<file path="src/rtl/rwt_axi4lite_regfile.sv">
`default_nettype none
// ============================================================================
// Module   : rwt_axi4lite_regfile
// Purpose  : AXI4-Lite slave exposing NUM_REGS 32-bit R/W registers with
//            per-register write pulses. Define RWT_AXI4LITE_REGFILE_WSTRB_EN
//            to honour byte strobes.
// Revision : 1.0 - initial release
// ============================================================================
module rwt_axi4lite_regfile #(
    parameter int          ADDRESS_WIDTH = 16,
    parameter int          NUM_REGS      = 16,
    parameter logic [31:0] RESET_VALUE   = 32'h0000_0000
) (
    input  logic                     clk,
    input  logic                     rstn,
    input  logic                     s_axi_awvalid,
    output logic                     s_axi_awready,
    input  logic [ADDRESS_WIDTH-1:0] s_axi_awaddr,
    input  logic                     s_axi_wvalid,
    output logic                     s_axi_wready,
    input  logic [31:0]              s_axi_wdata,
    input  logic [3:0]               s_axi_wstrb,
    output logic                     s_axi_bvalid,
    input  logic                     s_axi_bready,
    output logic [1:0]               s_axi_bresp,
    input  logic                     s_axi_arvalid,
    output logic                     s_axi_arready,
    input  logic [ADDRESS_WIDTH-1:0] s_axi_araddr,
    output logic                     s_axi_rvalid,
    input  logic                     s_axi_rready,
    output logic [31:0]              s_axi_rdata,
    output logic [1:0]               s_axi_rresp,
    output logic [NUM_REGS*32-1:0]   reg_out,
    output logic [NUM_REGS-1:0]      reg_wr_pulse
);

    localparam int         IDX_W  = ADDRESS_WIDTH - 2;
    localparam logic [1:0] OKAY   = 2'b00;
    localparam logic [1:0] SLVERR = 2'b10;

    logic             ready_en;
    logic             aw_full;
    logic [IDX_W-1:0] aw_idx;
    logic             w_full;
    logic [31:0]      w_data;
    logic [3:0]       w_lanes;
    logic             aw_hs;
    logic             w_hs;
    logic             ar_hs;
    logic             commit;
    logic [IDX_W-1:0] ar_idx;
    logic [31:0]      rd_word;
    logic             rd_hit;
    logic [NUM_REGS-1:0] wr_hit;
    logic             unused_addr_bits;

    // ready_en keeps every ready low until the first edge after reset release
    assign s_axi_awready = ready_en & ~aw_full & ~s_axi_bvalid;
    assign s_axi_wready  = ready_en & ~w_full & ~s_axi_bvalid;
    assign s_axi_arready = ready_en & ~s_axi_rvalid;

    assign aw_hs  = s_axi_awvalid & s_axi_awready;
    assign w_hs   = s_axi_wvalid & s_axi_wready;
    assign ar_hs  = s_axi_arvalid & s_axi_arready;
    assign commit = aw_full & w_full;
    assign ar_idx = s_axi_araddr[ADDRESS_WIDTH-1:2];
    assign unused_addr_bits = ^{s_axi_awaddr[1:0], s_axi_araddr[1:0]};

`ifdef RWT_AXI4LITE_REGFILE_WSTRB_EN
    always_ff @(posedge clk or negedge rstn) begin
        if (!rstn)
            w_lanes <= 4'h0;
        else if (w_hs)
            w_lanes <= s_axi_wstrb;
    end
`else
    logic unused_wstrb;
    assign unused_wstrb = ^s_axi_wstrb;
    assign w_lanes      = 4'hF;
`endif

    always_ff @(posedge clk or negedge rstn) begin
        if (!rstn) begin
            ready_en     <= 1'b0;
            aw_full      <= 1'b0;
            aw_idx       <= '0;
            w_full       <= 1'b0;
            w_data       <= 32'h0;
            s_axi_bvalid <= 1'b0;
            s_axi_bresp  <= OKAY;
            reg_wr_pulse <= '0;
        end else begin
            ready_en     <= 1'b1;
            reg_wr_pulse <= wr_hit;
            if (aw_hs) begin
                aw_full <= 1'b1;
                aw_idx  <= s_axi_awaddr[ADDRESS_WIDTH-1:2];
            end
            if (w_hs) begin
                w_full <= 1'b1;
                w_data <= s_axi_wdata;
            end
            if (commit) begin
                aw_full      <= 1'b0;
                w_full       <= 1'b0;
                s_axi_bvalid <= 1'b1;
                s_axi_bresp  <= (|wr_hit) ? OKAY : SLVERR;
            end else if (s_axi_bvalid && s_axi_bready) begin
                s_axi_bvalid <= 1'b0;
                s_axi_bresp  <= OKAY;
            end
        end
    end

    for (genvar i = 0; i < NUM_REGS; i++) begin : g_reg
        logic [31:0] value;

        // An out-of-range index matches no register, so it commits as SLVERR
        assign wr_hit[i] = commit && (aw_idx == IDX_W'(i));
        assign reg_out[32*i +: 32] = value;

        always_ff @(posedge clk or negedge rstn) begin
            if (!rstn) begin
                value <= RESET_VALUE;
            end else if (wr_hit[i]) begin
                for (int b = 0; b < 4; b++) begin
                    if (w_lanes[b])
                        value[8*b +: 8] <= w_data[8*b +: 8];
                end
            end
        end
    end

    always_comb begin
        rd_word = 32'h0;
        rd_hit  = 1'b0;
        for (int i = 0; i < NUM_REGS; i++) begin
            if (ar_idx == IDX_W'(i)) begin
                rd_word = reg_out[32*i +: 32];
                rd_hit  = 1'b1;
            end
        end
    end

    always_ff @(posedge clk or negedge rstn) begin
        if (!rstn) begin
            s_axi_rvalid <= 1'b0;
            s_axi_rdata  <= 32'h0;
            s_axi_rresp  <= OKAY;
        end else if (ar_hs) begin
            s_axi_rvalid <= 1'b1;
            s_axi_rdata  <= rd_word;
            s_axi_rresp  <= rd_hit ? OKAY : SLVERR;
        end else if (s_axi_rvalid && s_axi_rready) begin
            s_axi_rvalid <= 1'b0;
            s_axi_rdata  <= 32'h0;
            s_axi_rresp  <= OKAY;
        end
    end

endmodule
`default_nettype wire

</file>
<file path="config.mk">
export PLATFORM = sky130hd
export DESIGN_NAME = rwt_axi4lite_regfile
export DESIGN_NICKNAME = d
export VERILOG_FILES = /design/src/rtl/rwt_axi4lite_regfile.sv
export SDC_FILE = /design/constraint.sdc
export NUM_CORES = 1
export LEC_CHECK = 0
export BUFFER_PORTS_ARGS = -buffer_cell sky130_fd_sc_hd__buf_4
export CAP_MARGIN = 10
export CORE_ASPECT_RATIO = 1.1
export CORE_MARGIN = 5
export CORE_UTILIZATION = 45
export CTS_BUF_LIST = sky130_fd_sc_hd__clkbuf_8
export DETAILED_ROUTE_END_ITERATION = 12
export PLACE_DENSITY = 0.68
export RECOVER_POWER = 25
export SETUP_SLACK_MARGIN = 0.1
export SLEW_MARGIN = 40
export SYNTH_ARGS = -nofsm -noshare
export SYNTH_HDL_FRONTEND = slang
export SYNTH_SLANG_ARGS = --single-unit
</file>
<file path="constraint.sdc">
create_clock -name clk -period 2.8 [get_ports clk]
set_clock_uncertainty 0.2 [all_clocks]
set_input_delay 0.14 -clock clk [delete_from_list [all_inputs] [get_ports clk]]
set_output_delay 0.14 -clock clk [all_outputs]
set_load 0.01 [all_outputs]
</file>
==> After elaboration in Yosys (flattened, before gate mapping) <==
Index checks and enable logic that the tools add are counted.
{ "classes": {"n_reduce_logical": 25, "n_eq_ne": 30, "addsub": 0, "n_lt_le_gt_ge": 0, "div": 0, "n_bitwise": 13, "n_shift": 0, "n_mul": 0, "muxes": 48} }
{ "op_table": {"columns": ["operator", "count"], "rows": [
  ["32-bit 2-to-1 mux", 18],
  ["14-bit by 4-bit == test with 1-bit output (second input constant)", 16],
  ["14-bit by 3-bit == test with 1-bit output (second input constant)", 8],
  ["14-bit by 2-bit == test with 1-bit output (second input constant)", 4],
  ["14-bit by 1-bit == test with 1-bit output (second input constant)", 2],
  ["14-bit logical NOT", 2],
  ["1-bit 2-to-1 mux", 24],
  ["1-bit logical AND", 18],
  ["16-bit OR reduction", 1],
  ["2-bit 2-to-1 mux", 6],
  ["1-bit AND", 9],
  ["2-bit nonzero test", 4],
  ["1-bit inverter", 4]
]} }
{ "word_totals": {"romBits": 0, "elab_cells": 143, "output_inout_bits": 569, "latchBits": 0, "in_bits": 75, "memories": 0, "ram_bits": 0, "reg_bits": 615} }

==> Depth between registers and ports, before layout <==
Gate-level depths: netlist (run 1).
{ "depth": {"depth_word": 19, "mapped_depth": 11} }

==> Worst setup path before layout (run 1) <==
OpenSTA, ideal clock, no wires.
{ "synth_timing": {"path_type": "register to register", "from": "register aw_idx[11]", "to": "register g_reg[4].value[10]", "n_path_buf": 1, "arrival_ps": 2042, "path_stages_with_launch": 7, "setup_time_ps": 125, "required_ps": 2475, "path_slack_ps": 433, "synth_period_minus_slack_ps": 2367, "cell_sequence": "dfrtp_1 -> nor4_1 -> nand4b_1 -> or3_1 -> nor2_1 -> buf_2 -> mux2_2"} }
{ "synth_via": {"elab_chain_cells": 2} }
{ "synth_lines": {"columns": ["element", "line_no", "text"], "rows": [
  ["start, declared", "43", "logic [IDX_W-1:0] aw_idx;"],
  ["start signal, assigned", "97", "aw_idx <= s_axi_awaddr[ADDRESS_WIDTH-1:2];"],
  ["14-bit by 3-bit == test with 1-bit output", "119", "assign wr_hit[i] = commit && (aw_idx == IDX_W'(i));"],
  ["1-bit logical AND", "119", null],
  ["end signal, assigned by index", "128", "value[8*b +: 8] <= w_data[8*b +: 8];"],
  ["end, declared", "116", "logic [31:0] value;"]
]} }
No other way between the ends.
A chain may end at the register's enable or synchronous reset.

==> Worst setup path in the final report (run 1) <==
{ "layout_timing": {"from": "register aw_idx[12]", "to": "register g_reg[4].value[6]"} }
The elaborated chain is that of the path after synthesis.

==> flow_summary_export.csv, run 1 <==
group,metric,value,unit
clocking,clk_path_buf_depth,3,
route,wirelength,138900,µm
route,drtPass1Iterations,6,
logic_synthesis,synth_area_leaders,"dfrtp_1 (55%), mux2_2 (19%), mux2_1 (3.5%)",
run,drv_cap,2,
finish,areaGrowthSynthToFinish,40.80,%
die,pin_count,644,
worst_setup_path,worst-r2r-cell-count,9,
grt,grt_pass1_wl,192100,µm
route,wl_met3,14000,µm
clocking,cts_made_buffers,101,
route,drc,0,
place,place_congestion,0.9533,
worst_setup_path,required,3210,ps
finish,fin_nets,3207,
logic_synthesis,netlist_area,28050,µm²
grt,grt-ovfl-total,0,
worst_setup_path,end_kind,"flop",
sta,maxSlewHeadroom,-0.08507,
logic_synthesis,yosysTopAreaCell,"dfrtp_1",
logic_synthesis,synth.distinct_cells,88,
worst_setup_path,startpoint_type,"flop",
clocking,clkTransAtPathRegs,70,ps
sta,rsz0062_at_grt,"yes",
power_and_ir_drop,ir_drop,407.7,µV
sta,setup_viol,0,
grt,antenna_found_initial,4,
route,vias,25674,
worst_hold_path,whs_path_depth,5,
logic_synthesis,synth-edff-count,0,
sta,worst_pin_slew,1628,ps
sta,fmax,359.5,MHz
route,drtIter0Drc,2768,
clocking,cts_tree,"yes",
route,wl_per_cell,34.30,µm
clocking,clock_sinks,613,
place,portBuffers,633,
clocking,root_buffer,"clkbuf_8",
grt,grt_max_degree,109,
clocking,clock_latency,730,ps
finish,fill_cells,4781,
power_and_ir_drop,leakagePower,19.75,nW
die,start_util,0.4516,
place,dp_hpwl,98010,µm
die,core_area,62100,µm²
sta,holdWs,66.59,ps
die,fp.dieArea,67420,µm²
worst_setup_path,timing_worst_setup_path_type,"flop to flop",
logic_synthesis,yosysMostFrequentCell,"dfrtp_1",
status,status,"finished, violations left",
logic_synthesis,yosys_warnings,0,
sta,timing.final.crit_share,0.9935,
worst_setup_path,crit_fanout,6,
status,violations,"max-capacitance violations, max-slew violations",
worst_setup_path,cp.arrival,3190,ps
route,met2_wirelength,63990,µm
power_and_ir_drop,powerDensity,559.1,nW/µm²
die,die_w,248.0,µm
place,pre_cts_ws,-287.4,ps
clocking,htreeDepth,3,
logic_synthesis,synthFlopType,"dfrtp_1",
worst_hold_path,hold_path.class,"input port to flop",
die,rows,96,
route,viasPerCell,6.341,
logic_synthesis,ys_seq_area_frac,0.5470,
sta,drv_slew,55,
die,die_h,271.8,µm
route,routed.top_layer,"met5",
logic_synthesis,ys_ff_latch,613,
grt,grt_pass1_vias,26030,
logic_synthesis,syn-mean-instance-area,12.64,µm²
route,wl_met1,50470,µm
sta,period_needed,2782,ps
logic_synthesis,synth_commonest_cells,"dfrtp_1 (613), mux2_2 (480), clkbuf_1 (110)",
power_and_ir_drop,p_total,22.08,mW
logic_synthesis,synth_cells,2219,
route,ant_nets,0,
sta,setup_ws,18.31,ps
logic_synthesis,async_flop_share,1.000,
grt,grt.total_usage,0.3935,
logic_synthesis,synth_top_cell_area_share,0.5470,
finish,layout-drive-gt1-share,0.4963,
sta,finalHoldViolCount,0,
==> sequential cells by signal, indices dropped and copies added (netlist names), 14 cells and up <==
register	flops
g.value	512
aw_idx	14
reg_wr_pulse	16
s_axi_rdata	32
w_data	32
==> cells in the final DEF, fill, tap and decap left out, types with 21 or more instances in the layout <==
master	count
nand2_1	73
o22ai_1	34
mux2_2	465
dlygate4sd3_1	139
o221ai_1	25
a21oi_1	97
o21ai_1	23
buf_12	47
o21ai_0	78
dfrtp_1	613
buf_4	795
mux2_1	68
clkbuf_8	132
mux2_4	35
a221oi_1	21
nand4_1	26
nor2_1	77
inv_1	40
a22oi_1	31
nor3_1	21
==> kinds of logic after synthesis <==
group,count (synthesis),synth area share
flops,613,0.5470
buf+inv,209,0.03185
compound gates,442,0.1058
xor+xnor,2,0.0006247
mux,599,0.2449
other cells,2,0.0002678
simple gates,352,0.06955
==> worst paths after layout <==
kind / from / endpoint / slack, ps
worst min-delay path: s_axi_araddr[13] / s_axi_rresp[1]$_DFFE_PN0P_ / 70
worst min register to register: s_axi_rresp[1]$_DFFE_PN0P_ / s_axi_rresp[1]$_DFFE_PN0P_ / 310
worst max-delay path: aw_idx[12]$_DFFE_PN0P_ / g_reg[4].value[6]$_DFFE_PN0P_ / 20
worst max register to register: aw_idx[12]$_DFFE_PN0P_ / g_reg[4].value[6]$_DFFE_PN0P_ / 20
max in group asynchronous: rstn / g_reg[0].value[28]$_DFFE_PN0P_ / 410
min in group asynchronous: rstn / g_reg[7].value[23]$_DFFE_PN0P_ / 510
==> metal layers <==
metal / GRT usage / up-vias
met2: 0.6123 / 1932
met5: 0 / -
met3: 0.09794 / 519
met1: 0.5000 / 13063
li1: - / 10154
met4: 0.2296 / 6
==> worst max-delay path, cell delays in order (launching register included) <==
cell and delay [ps]:
dfrtp_1 420, nor4_4 330, nand4b_1 190, buf_6 180, or3_4 340, buf_8 150, nor2_4 160, buf_12 170
buf_12 150, mux2_2 340
==> report_power, final <==
| part | internal [mW] | switching, mW |
|---|---|---|
| Sequential | 9.24 | 1.58 |
| Combinational | 1.23 | 1.21 |
| Clock | 4.90 | 3.91 |
| Total | 15.4 | 6.70 |
==> what timing repair did <==
action | CTS | global route
endpoints found under the hold margin | 687 | 0
resized for setup | 0 | 54
setup endpoints to repair | 0 | 514
setup buffers | 0 | 5
hold buffers | 140 | 0
==> layout make-up <==
class / instances / area, µm² / area share
clock inverters: 53 / 456.7 / 0.01156
repair buffers: 1005 / 8589 / 0.2175
multi-input cells: 1398 / 12190 / 0.3087
inverters: 13 / 48.80 / 0.001236
flip-flops and latches: 613 / 15340 / 0.3885
clock buffers: 132 / 1817 / 0.04601
well taps: 833 / 1042 / 0.02639
diodes: 2 / 5.005 / 0.0001267
==> stage by stage <==
step	cell area (µm²)	setup TNS [ps]	utilization	std cells
after floorplan	28050	0	-	2220
after global placement	35450	-1650	0.5709	3710
after detailed placement	35460	-3295	0.5709	3710
after CTS	39150	0	0.6304	4035
after global routing	39490	-29.51	0.6359	4048
final	39490	0	0.6359	4049
Power figures use the tool's default switching activity.
==> run 2: changes to the inputs <==
--- a/config.mk
+++ b/config.mk
@@ -12,9 +12,10 @@
 export CORE_UTILIZATION = 45
 export CTS_BUF_LIST = sky130_fd_sc_hd__clkbuf_8
+export CTS_CLUSTER_DIAMETER = 120
 export DETAILED_ROUTE_END_ITERATION = 12
 export PLACE_DENSITY = 0.68
 export RECOVER_POWER = 25
 export SETUP_SLACK_MARGIN = 0.1
-export SLEW_MARGIN = 40
+export SLEW_MARGIN = 10
 export SYNTH_ARGS = -nofsm -noshare
 export SYNTH_HDL_FRONTEND = slang
==> constraint.sdc (replaced) <==
create_clock -name clk -period 2.8 [get_ports clk]
set_clock_uncertainty 0.2 [all_clocks]
set_input_delay 0.42 -clock clk [delete_from_list [all_inputs] [get_ports clk]]
set_output_delay 0.42 -clock clk [all_outputs]
set_load 0.01 [all_outputs]
==> flow_summary_export.csv, run 2 (synthesis results as in run 1) <==
group,metric,value,unit
status,status,"finished, violations left",
status,violations,"max-capacitance violations, max-slew violations",
sta,drv_slew,57,
die,die_h,271.8,µm
finish,layout_commonest_cell,"buf_4",
route,wirelength,137700,µm
grt,antenna_found_initial,5,
grt,grt_max_degree,78,
route,drtIter0Drc,3026,
power_and_ir_drop,p_sw_frac,0.3054,
sta,timing.final.crit_share,0.9800,
finish,top_register,"g.value",
route,ant_nets,0,
finish,most-common-layout-cells,"buf_4 (841), dfrtp_1 (613), mux2_2 (460)",
grt,grt_pass1_wl,189900,µm
clocking,clk_path_buf_depth,3,
power_and_ir_drop,seqPwrFrac,0.509,
worst_hold_path,worstHoldStart,"s_axi_wvalid",
clocking,htreeDepth,3,
finish,largest_reg_flops,512,
clocking,cts_made_buffers,102,
clocking,clock_sinks,613,
die,rows,96,
clocking,cts_tree,"yes",
run,drv_cap,1,
sta,rsz0062_at_grt,"yes",
worst_setup_path,crit_fanout,6,
route,viasPerCell,6.367,
grt,grt_pass1_vias,25239,
die,start_util,0.4516,
grt,grt.total_usage,0.3905,
worst_setup_path,startpoint_type,"flop",
power_and_ir_drop,clkPwrFrac,0.397,
route,drtPass1Iterations,7,
place,dp_hpwl,100800,µm
power_and_ir_drop,internal_power,14.71,mW
worst_setup_path,timing.rr.start,"aw_idx[12]$_DFFE_PN0P_",
sta,period_needed,2744,ps
grt,grt-ovfl-total,0,
finish,final_core_util,0.6265,
die,pin_count,644,
power_and_ir_drop,comb_power_share,0.094,
sta,finalHoldViolCount,0,
clocking,root_buffer,"clkbuf_8",
power_and_ir_drop,leakagePower,19.63,nW
sta,setup_viol,0,
die,fp.dieArea,67420,µm²
worst_setup_path,crit_path_start,"aw_idx[12]$_DFFE_PN0P_",
sta,fmax,364.4,MHz
worst_setup_path,timing_worst_setup_path_type,"flop to flop",
die,die_w,248.0,µm
finish,layout-drive-gt1-share,0.5131,
place,portBuffers,633,
power_and_ir_drop,ir_drop,487.8,µV
die,core_area,62100,µm²
sta,setup_tns,0,ps
sta,worst_pin_slew,2094,ps
worst_hold_path,hold_path.class,"input port to flop",
route,wl_per_cell,34.29,µm
route,drc,0,
sta,maxSlewHeadroom,-0.3959,
power_and_ir_drop,powerDensity,544.2,nW/µm²
clocking,clkTransAtPathRegs,60,ps
finish,largestRegisters,"g.value x512, s_axi_rdata x32, w_data x32",
place,place_congestion,0.9578,
power_and_ir_drop,power_switching,6.467,mW
worst_setup_path,end_kind,"flop",
finish,areaGrowthSynthToFinish,38.71,%
clocking,clock_latency,740,ps
route,vias,25568,
worst_setup_path,cp.arrival,3150,ps
worst_setup_path,required,3200,ps
finish,fin_nets,3172,
==> run 2: cell types whose count changed in the layout (fill, tap and decap cells not counted), sizes merged <==
cell	previous run	this run
inv	45	48
dlygate4sd3	139	49
clkinv	13	11
diode	2	4
bufinv	7	2
clkbuf	150	153
buf	848	904
==> run 2: area by class of cell <==
type | count | area, µm²
Antenna cell | 4 | 10.01
Clock buffer | 137 | 1886
Clock inverter | 49 | 286.5
Fill cell | 4915 | 23200
Inverter | 13 | 48.80
Multi-Input combinational cell | 1398 | 12120
Sequential cell | 613 | 15340
Tap cell | 833 | 1042
Timing Repair Buffer | 969 | 8167
==> run 2: worst max-delay path: stages (launching register included) <==
cell and delay (ps):
dfrtp_1 410, nor4_4 310, nand4b_1 190, buf_6 180, or3_4 330, buf_8 150, nor2_4 120, buf_12 190
clkbuf_16 190, mux2_2 330
==> run 2: final timing paths <==
kind                                                   endpoint  slack (ps)  depth (start not counted)
worst min register to register       s_axi_rresp[1]$_DFFE_PN0P_         290                          2
min in group asynchronous         g_reg[7].value[9]$_DFFE_PN0P_         650                          2
worst max-delay path            g_reg[12].value[13]$_DFFE_PN0P_          60                          9
max in group asynchronous                w_data[17]$_DFFE_PN0P_         230                          4
worst min-delay path                         w_full$_DFFE_PN0P_         190                          4
worst max register to register  g_reg[12].value[13]$_DFFE_PN0P_          60                          9
==> run 2: per-layer routing <==
metal	global-route usage	vias to the layer above	wire length [µm]	share of wire
li1	-	10105	-	-
met1	0.5004	13059	50530	0.37
met2	0.6164	1915	63650	0.46
met3	0.08773	487	13550	0.098
met4	0.2145	2	9953	0.072
met5	0	-	13	0.000094
==> run 2: stage by stage <==
stage               power, mW  setup WS (ps)  std cells  hold slack (ps)  area (µm²)
floorplan               11.20          318.0       2220           -75.59       28050
detailed placement      12.69         -343.7       3766            261.0       35920
finish                  21.17          55.97       4016            189.3       38900
CTS                     21.04          116.4       4001            76.90       38600
global route            21.72          16.26       4015            186.9       38900
global placement        12.58         -265.6       3766            260.2       35920
==> run 2: power groups by stage <==
stage | combinational (mW) | sequential [mW] | clock (mW)
floorplan | 1.37 | 9.82 | 0
global placement | 1.86 | 10.7 | 0
detailed placement | 1.90 | 10.8 | 0
CTS | 1.97 | 10.6 | 8.43
global route | 2.11 | 10.8 | 8.81
finish | 1.99 | 10.8 | 8.41
==> run 2: timing repair <==
action / CTS / global route
gates resized for setup: 3 / 33
setup buffers: 0 / 3
cloned: 0 / 8
pin swaps: 1 / 5
hold endpoints to repair: 329 / 0
setup endpoints to repair: 111 / 288
hold buffers: 49 / 0
